$ cat src/rtl/psl_pkg.sv
// Shared PSL definitions: command opcodes, response codes, FSM state type, parity helper.
package psl_pkg;

    // PSL command opcodes
    localparam logic [12:0] PSL_READ_CL_NA  = 13'h0A00;
    localparam logic [12:0] PSL_READ_CL_S   = 13'h0A50;
    localparam logic [12:0] PSL_READ_CL_M   = 13'h0A60;
    localparam logic [12:0] PSL_READ_CL_LCK = 13'h0A6B;
    localparam logic [12:0] PSL_READ_CL_RES = 13'h0A67;
    localparam logic [12:0] PSL_READ_PNA    = 13'h0E00;
    localparam logic [12:0] PSL_WRITE_NA    = 13'h0D00;
    localparam logic [12:0] PSL_WRITE_INJ   = 13'h0D10;
    localparam logic [12:0] PSL_WRITE_MI    = 13'h0D60;
    localparam logic [12:0] PSL_WRITE_MS    = 13'h0D70;

    // PSL response codes
    localparam logic [7:0] PSL_RSP_DONE    = 8'h00;
    localparam logic [7:0] PSL_RSP_AERROR  = 8'h01;
    localparam logic [7:0] PSL_RSP_DERROR  = 8'h03;
    localparam logic [7:0] PSL_RSP_NLOCK   = 8'h04;
    localparam logic [7:0] PSL_RSP_NRES    = 8'h05;
    localparam logic [7:0] PSL_RSP_FLUSHED = 8'h06;
    localparam logic [7:0] PSL_RSP_FAULT   = 8'h07;
    localparam logic [7:0] PSL_RSP_FAILED  = 8'h08;
    localparam logic [7:0] PSL_RSP_PAGED   = 8'h0A;
    localparam logic [7:0] PSL_RSP_CONTEXT = 8'h0B;

    // Requester index width (NREQ is at most 4)
    localparam int REQ_IDX_W = 2;

    typedef enum logic {
        ST_INIT = 1'b0,
        ST_RUN  = 1'b1
    } arb_state_e;

    // Odd parity: zero-extension leaves the XNOR-reduce of a narrower field unchanged
    function automatic logic odd_parity(input logic [63:0] v);
        return ~^v;
    endfunction

endpackage

$ cat src/rtl/psl_tag_pool.sv
// Command tag pool: free bitmap, lowest-free encoder, owner table, in-flight count.
module psl_tag_pool
    import psl_pkg::*;
#(
    parameter int NTAGS = 32
) (
    input  logic                 clk_i,
    input  logic                 rst_i,
    input  logic                 alloc_i,
    input  logic [REQ_IDX_W-1:0] alloc_owner_i,
    input  logic                 rel_valid_i,
    input  logic [7:0]           rel_tag_i,
    output logic                 free_any_o,
    output logic [7:0]           free_tag_o,
    output logic                 rel_ok_o,
    output logic [REQ_IDX_W-1:0] rel_owner_o,
    output logic [7:0]           outstanding_o
);

    localparam int TW = $clog2(NTAGS);

    logic [NTAGS-1:0]     free_q, free_d;
    logic [REQ_IDX_W-1:0] owner_q [NTAGS];
    logic [7:0]           outstanding_q, outstanding_d;
    logic [TW-1:0]        low_tag;
    logic [TW-1:0]        rel_idx;
    logic                 rel_in_range;
    int                   busy;

    assign rel_in_range  = ({1'b0, rel_tag_i} < 9'(NTAGS));
    assign rel_idx       = rel_tag_i[TW-1:0];
    // A tag allocated this cycle is still marked free, so a same-cycle response to it is rejected
    assign rel_ok_o      = rel_valid_i && rel_in_range && !free_q[rel_idx];
    assign rel_owner_o   = owner_q[rel_idx];
    assign free_any_o    = |free_q;
    assign free_tag_o    = 8'(low_tag);
    assign outstanding_o = outstanding_q;

    // Priority encoder: lowest-index free tag wins
    always_comb begin
        low_tag = '0;
        for (int t = NTAGS - 1; t >= 0; t--) begin
            if (free_q[t]) low_tag = TW'(t);
        end
    end

    // Next free map and in-flight count
    always_comb begin
        free_d = free_q;
        busy   = 0;
        if (rel_ok_o) free_d[rel_idx] = 1'b1;
        if (alloc_i)  free_d[low_tag] = 1'b0;
        for (int t = 0; t < NTAGS; t++) begin
            if (!free_d[t]) busy++;
        end
        outstanding_d = 8'(busy);
    end

    // Free map and count registers
    always_ff @(posedge clk_i) begin
        if (rst_i) begin
            free_q        <= '1;
            outstanding_q <= '0;
        end else begin
            free_q        <= free_d;
            outstanding_q <= outstanding_d;
        end
    end

    // Owner table written on allocation
    always_ff @(posedge clk_i) begin
        if (alloc_i) owner_q[low_tag] <= alloc_owner_i;
    end

endmodule

$ cat src/rtl/psl_cmd_arbiter.sv
// PSL command scheduler: round-robin grant, credit tracking, tag allocation, response routing.
module psl_cmd_arbiter
    import psl_pkg::*;
#(
    parameter int          NREQ  = 2,
    parameter int          NTAGS = 32,
    parameter logic [2:0]  CABT  = 3'b000,
    parameter logic [15:0] CCH   = 16'h0000
) (
    input  logic                 ha_pclock,
    input  logic                 rst,
    input  logic [7:0]           ha_croom,
    input  logic [NREQ-1:0]      req_valid,
    output logic [NREQ-1:0]      req_ready,
    input  logic [13*NREQ-1:0]   req_com,
    input  logic [64*NREQ-1:0]   req_cea,
    input  logic [12*NREQ-1:0]   req_csize,
    output logic [7:0]           req_tag,
    output logic                 ah_cvalid,
    output logic [7:0]           ah_ctag,
    output logic                 ah_ctagpar,
    output logic [12:0]          ah_com,
    output logic                 ah_compar,
    output logic [2:0]           ah_cabt,
    output logic [63:0]          ah_cea,
    output logic                 ah_ceapar,
    output logic [15:0]          ah_cch,
    output logic [11:0]          ah_csize,
    input  logic                 ha_rvalid,
    input  logic [7:0]           ha_rtag,
    input  logic [7:0]           ha_response,
    input  logic [8:0]           ha_rcredits,
    output logic [NREQ-1:0]      rsp_valid,
    output logic [7:0]           rsp_tag,
    output logic [7:0]           rsp_code,
    output logic [7:0]           outstanding,
    output logic                 err_badtag
);

    arb_state_e              state_q, state_d;
    logic signed [8:0]       credits_q, credits_d;
    logic signed [10:0]      cred_ext, rc_ext, cred_sum;
    logic [REQ_IDX_W-1:0]    rr_q, rr_d, win;
    logic                    grant;
    int                      idx;
    logic [12:0]             sel_com;
    logic [63:0]             sel_cea;
    logic [11:0]             sel_csize;
    logic                    free_any, rel_ok;
    logic [7:0]              free_tag;
    logic [REQ_IDX_W-1:0]    rel_owner;
    logic [NREQ-1:0]         owner_onehot;
    logic                    cvalid_q;
    logic [7:0]              ctag_q;
    logic [12:0]             com_q;
    logic [63:0]             cea_q;
    logic [11:0]             csize_q;
    logic [NREQ-1:0]         rsp_valid_q;
    logic [7:0]              rsp_tag_q, rsp_code_q;
    logic                    err_q;

    function automatic logic signed [8:0] sat_credits(input logic signed [10:0] v);
        if (v < 11'sd0)   return 9'sd0;
        if (v > 11'sd255) return 9'sd255;
        return 9'(v);
    endfunction

    psl_tag_pool #(.NTAGS(NTAGS)) u_pool (
        .clk_i         (ha_pclock),
        .rst_i         (rst),
        .alloc_i       (grant),
        .alloc_owner_i (win),
        .rel_valid_i   (ha_rvalid),
        .rel_tag_i     (ha_rtag),
        .free_any_o    (free_any),
        .free_tag_o    (free_tag),
        .rel_ok_o      (rel_ok),
        .rel_owner_o   (rel_owner),
        .outstanding_o (outstanding)
    );

    // FSM state register
    always_ff @(posedge ha_pclock) begin
        if (rst) state_q <= ST_INIT;
        else     state_q <= state_d;
    end

    // FSM next state: INIT lasts exactly one cycle
    always_comb begin
        state_d = state_q;
        if (state_q == ST_INIT) state_d = ST_RUN;
    end

    // Round-robin grant; the scan runs backwards so the first requester after rr_q wins
    always_comb begin
        grant = 1'b0;
        win   = '0;
        idx   = 0;
        if ((state_q == ST_RUN) && !rst && (credits_q > 9'sd0) && free_any) begin
            for (int k = NREQ - 1; k >= 0; k--) begin
                idx = (int'(rr_q) + k) % NREQ;
                if (req_valid[idx]) begin
                    grant = 1'b1;
                    win   = REQ_IDX_W'(idx);
                end
            end
        end
        for (int i = 0; i < NREQ; i++) begin
            req_ready[i] = grant && (win == REQ_IDX_W'(i));
        end
        rr_d = grant ? REQ_IDX_W'((int'(win) + 1) % NREQ) : rr_q;
    end

    // Select the winning requester's command fields
    always_comb begin
        sel_com   = '0;
        sel_cea   = '0;
        sel_csize = '0;
        for (int i = 0; i < NREQ; i++) begin
            if (req_ready[i]) begin
                sel_com   = req_com[13*i +: 13];
                sel_cea   = req_cea[64*i +: 64];
                sel_csize = req_csize[12*i +: 12];
            end
        end
    end

    // Credit next value: load in INIT, otherwise add response credits and subtract an issue
    always_comb begin
        cred_ext  = 11'(credits_q);
        rc_ext    = ha_rvalid ? 11'(signed'(ha_rcredits)) : 11'sd0;
        cred_sum  = cred_ext + rc_ext - (grant ? 11'sd1 : 11'sd0);
        credits_d = (state_q == ST_INIT) ? signed'({1'b0, ha_croom}) : sat_credits(cred_sum);
    end

    // Credit and round-robin pointer registers
    always_ff @(posedge ha_pclock) begin
        if (rst) begin
            credits_q <= '0;
            rr_q      <= '0;
        end else begin
            credits_q <= credits_d;
            rr_q      <= rr_d;
        end
    end

    // Command issue register: one-cycle latency from transfer to ah_cvalid
    always_ff @(posedge ha_pclock) begin
        if (rst) begin
            cvalid_q <= 1'b0;
            ctag_q   <= '0;
            com_q    <= '0;
            cea_q    <= '0;
            csize_q  <= '0;
        end else begin
            cvalid_q <= grant;
            if (grant) begin
                ctag_q  <= free_tag;
                com_q   <= sel_com;
                cea_q   <= sel_cea;
                csize_q <= sel_csize;
            end
        end
    end

    // One-hot owner decode for response routing
    always_comb begin
        for (int i = 0; i < NREQ; i++) begin
            owner_onehot[i] = (rel_owner == REQ_IDX_W'(i));
        end
    end

    // Response routing register and sticky bad-tag flag
    always_ff @(posedge ha_pclock) begin
        if (rst) begin
            rsp_valid_q <= '0;
            rsp_tag_q   <= '0;
            rsp_code_q  <= '0;
            err_q       <= 1'b0;
        end else begin
            rsp_valid_q <= '0;
            if (ha_rvalid) begin
                rsp_tag_q  <= ha_rtag;
                rsp_code_q <= ha_response;
                if (rel_ok) rsp_valid_q <= owner_onehot;
                else        err_q       <= 1'b1;
            end
        end
    end

    assign req_tag    = free_tag;
    assign ah_cvalid  = cvalid_q;
    assign ah_ctag    = ctag_q;
    assign ah_ctagpar = odd_parity(64'(ctag_q));
    assign ah_com     = com_q;
    assign ah_compar  = odd_parity(64'(com_q));
    assign ah_cabt    = CABT;
    assign ah_cea     = cea_q;
    assign ah_ceapar  = odd_parity(cea_q);
    assign ah_cch     = CCH;
    assign ah_csize   = csize_q;
    assign rsp_valid  = rsp_valid_q;
    assign rsp_tag    = rsp_tag_q;
    assign rsp_code   = rsp_code_q;
    assign err_badtag = err_q;

endmodule

$ cat config.mk
export PLATFORM = sky130hd
export DESIGN_NAME = psl_cmd_arbiter
export DESIGN_NICKNAME = d
export VERILOG_FILES = /design/src/rtl/psl_pkg.sv /design/src/rtl/psl_tag_pool.sv /design/src/rtl/psl_cmd_arbiter.sv
export SDC_FILE = /design/constraint.sdc
export NUM_CORES = 1
export LEC_CHECK = 0
export ABC_AREA = 1
export ABC_CLOCK_PERIOD_IN_PS = 42500
export CAP_MARGIN = 20
export CORE_UTILIZATION = 38
export DETAILED_ROUTE_END_ITERATION = 8
export PLACE_DENSITY = 0.7
export SLEW_MARGIN = 30
export SYNTH_ARGS = -nofsm -noshare
export SYNTH_HDL_FRONTEND = slang
export SYNTH_SLANG_ARGS = --single-unit
$ cat constraint.sdc
create_clock -name ha_pclock -period 42.5 [get_ports ha_pclock]
set_input_delay 8.5 -clock ha_pclock [delete_from_list [all_inputs] [get_ports ha_pclock]]
set_output_delay 8.5 -clock ha_pclock [all_outputs]
set_load 0.05 [all_outputs]
==> results.json <==
{
  "max_freq_mhz": 38.29,
  "grt_remaining_overflow": 0,
  "final_cell_area_um2": 20830,
  "finClkSkew_ns": 0.01770,
  "endpoint_kind": "flop",
  "die_h_um": 209.3,
  "holdPathStages": 2,
  "cp_slowest_cell": "a21oi_4",
  "coreArea_um2": 42130,
  "synth_top_cells_by_count": "nand2_1 (893), inv_1 (392), nand3_1 (220)",
  "peakVddDrop_v": 0.00003019,
  "finalSetupTns_ns": 0,
  "slowest_delay_ns": 0.64,
  "grt_pass1_wl_um": 80270,
  "dr_total_vias": 17050,
  "hold_viol": 0,
  "cts_made_buffers": 17,
  "layout.nets": 3228,
  "drv_slew": 0,
  "grt_pass1_vias": 15940,
  "path_class": "in -> reg",
  "die_area_um2": 43810,
  "min_period_over_period": 0.6146,
  "postSynthCellCount": 2647,
  "routed_wl_um": 50540,
  "port_buffers": 347,
  "drt_pass1_iterations": 7,
  "cts-root-buf": "clkbuf_16",
  "cts_tree": "yes",
  "hold_buffers": 0,
  "worstRegToRegCells": 158,
  "yosysMostFrequentCell": "nand2_1",
  "rsz0062_at_grt": "no",
  "ant_nets": 0,
  "clk_pin_slew_ns": 0.07,
  "die_x_um": 209.3,
  "yosys.area.top_type_share": 0.2053,
  "cts_resized": 0,
  "synthFlopType": "dfxtp_1",
  "p_leak_nw": 10.01,
  "rows": 75,
  "start_kind": "input pin",
  "antenna_found_initial": 4,
  "wl_per_cell_um": 14.37,
  "yosysSeqAreaShare": 0.2611,
  "gp_congestion": 0.9389,
  "timing.slew.headroom": 0.3582,
  "dpl_cell_area_um2": 20240,
  "grt_usage": 0.2266,
  "grt_max_degree": 82,
  "avgSynthCellArea_um2": 6.169,
  "start_util": 0.3876,
  "yosys-top-cells-area": "nand2_1 (21%), dfxtp_1 (20%), inv_1 (9.0%)",
  "yosysUniqueCellTypes": 51,
  "cp.arrival_ns": 26.46,
  "cp_common_cell": "nand2_1",
  "syn_area_um2": 16330,
  "h-tree-depth": 4,
  "cts.sinks": 197,
  "nFillCells": 4227,
  "drive_gt1_frac": 0.09748,
  "area_growth_pct": 27.52,
  "multi_input_area_um2": 10090,
  "seqCellArea_um2": 4264,
  "startpoint": "rst",
  "yosysWarnings": 0,
  "crit_required_ns": 42.84,
  "hold_path_class": "reg -> reg",
  "pin_count": 373,
  "worstMarginPinSlew_ns": 0.9526,
  "min_period_ns": 26.12,
  "clk_path_buf_depth": 2,
  "status": "finished, final reports clean",
  "netlist.top_cell.by_area": "nand2_1",
  "async_reset_ff_frac": 0,
  "clock_latency_ns": 0.45,
  "hp-start": "rr_q[0]$_SDFFE_PP0P_",
  "drt_iter0_markers": 1063,
  "maxCapViolations": 0,
  "r2r_start": "u_pool.free_q[31]$_SDFF_PP1_",
  "power_density_nw_per_um2": 25.36,
  "postCtsSetupRepairBufs": 0,
  "ys_ff_latch": 197,
  "dp_hpwl_um": 40370,
  "drc": 0,
  "finalSetupViolCount": 0,
  "crit_fanout": 73,
  "via_per_inst": 4.850,
  "synth_edf_count": 32
}
[final cells by class]
class	count	area share
well taps	539	0.03238
repair buffers	358	0.1708
clock buffers	17	0.02043
multi-input cells	1947	0.4843
clock inverters	15	0.007510
inverters	441	0.07961
diodes	2	0.0002403
flip-flops and latches	197	0.2048
[stage by stage]
stage	utilization	setup WS [ns]	power [W]	hold WS, ns	std cells
2_1_floorplan	-	18.65	0.0003114	0.4457	2672
3_3_place_gp	0.4803	16.96	0.0003674	0.4646	3482
5_1_grt	0.4943	14.51	0.0005509	0.4906	3516
3_5_place_dp	0.4803	16.02	0.0003694	0.4605	3482
6_report	0.4943	16.38	0.0005281	0.4720	3516
4_1_cts	0.4941	16.48	0.0005311	0.4737	3514
[sequential cells by signal, indices dropped and copies added (netlist names)]
signal / flops
ah_cea: 64
u_pool.free_q: 32
u_pool.owner_q: 32
ah_com: 13
ah_csize: 12
credits_q: 9
rsp_code: 8
rsp_tag: 8
u_pool.outstanding_o: 8
ah_ctag: 5
rsp_valid: 2
ah_cvalid: 1
err_badtag: 1
rr_q: 1
state_q: 1
[power by group]
| group | internal (W) | switching [W] |
|---|---|---|
| registers | 0.000196 | 0.00000607 |
| clock network | 0.0000791 | 0.0000836 |
| logic | 0.0000639 | 0.0000998 |
[worst paths after layout]
path / slack [ns] / endpoint
min reg2reg: 0.47 / rr_q[0]$_SDFFE_PP0P_
min: 0.47 / rr_q[0]$_SDFFE_PP0P_
max reg2reg: 24.40 / u_pool.outstanding_o[6]$_SDFF_PP0_
max: 16.38 / u_pool.outstanding_o[6]$_SDFF_PP0_
[cell families (layout without fill, tap and decap cells)]
group | after synthesis | in the layout | share of synthesized area
buf+inv | 528 | 831 | 0.1273
simple gates | 1573 | 1573 | 0.4487
flops | 197 | 197 | 0.2611
xor+xnor | 85 | 85 | 0.04559
fa+ha+maj | 50 | 50 | 0.03877
other cells | 1 | 28 | 0.0002296
compound gates | 213 | 213 | 0.07830
[critical path: cells and delay by family]
family,cells,cell delay (ns)
and+or+nand+nor,82,8.20
adders and majority gates,19,5.40
buffers and inverters,29,2.76
AOI/OAI and AO/OA,5,1.57
[cells in the final DEF, fill, tap and decap left out, types with 18 or more instances in the layout]
cell	n
inv_1	392
ha_1	49
inv_2	39
o21ai_0	92
a22oi_1	22
xor2_1	21
a21oi_1	39
o221ai_1	18
nor2_1	203
edfxtp_1	32
nand3_1	220
dfxtp_1	165
nor2_2	25
nand3_2	39
nand2_2	81
xnor2_1	64
nand2_1	893
nand2_4	30
conb_1	26
clkdlybuf4s50_1	347
[routing by layer]
metal  vias to the layer above  GRT usage  part of all wire
met3                        55    0.04564             0.059
met2                       452     0.3997              0.49
met4                         4    0.05020             0.017
met1                      7714     0.2828              0.44
li1                       8827          -                 -
met5                         -          0           0.00053
Power figures use the tool's default switching activity.
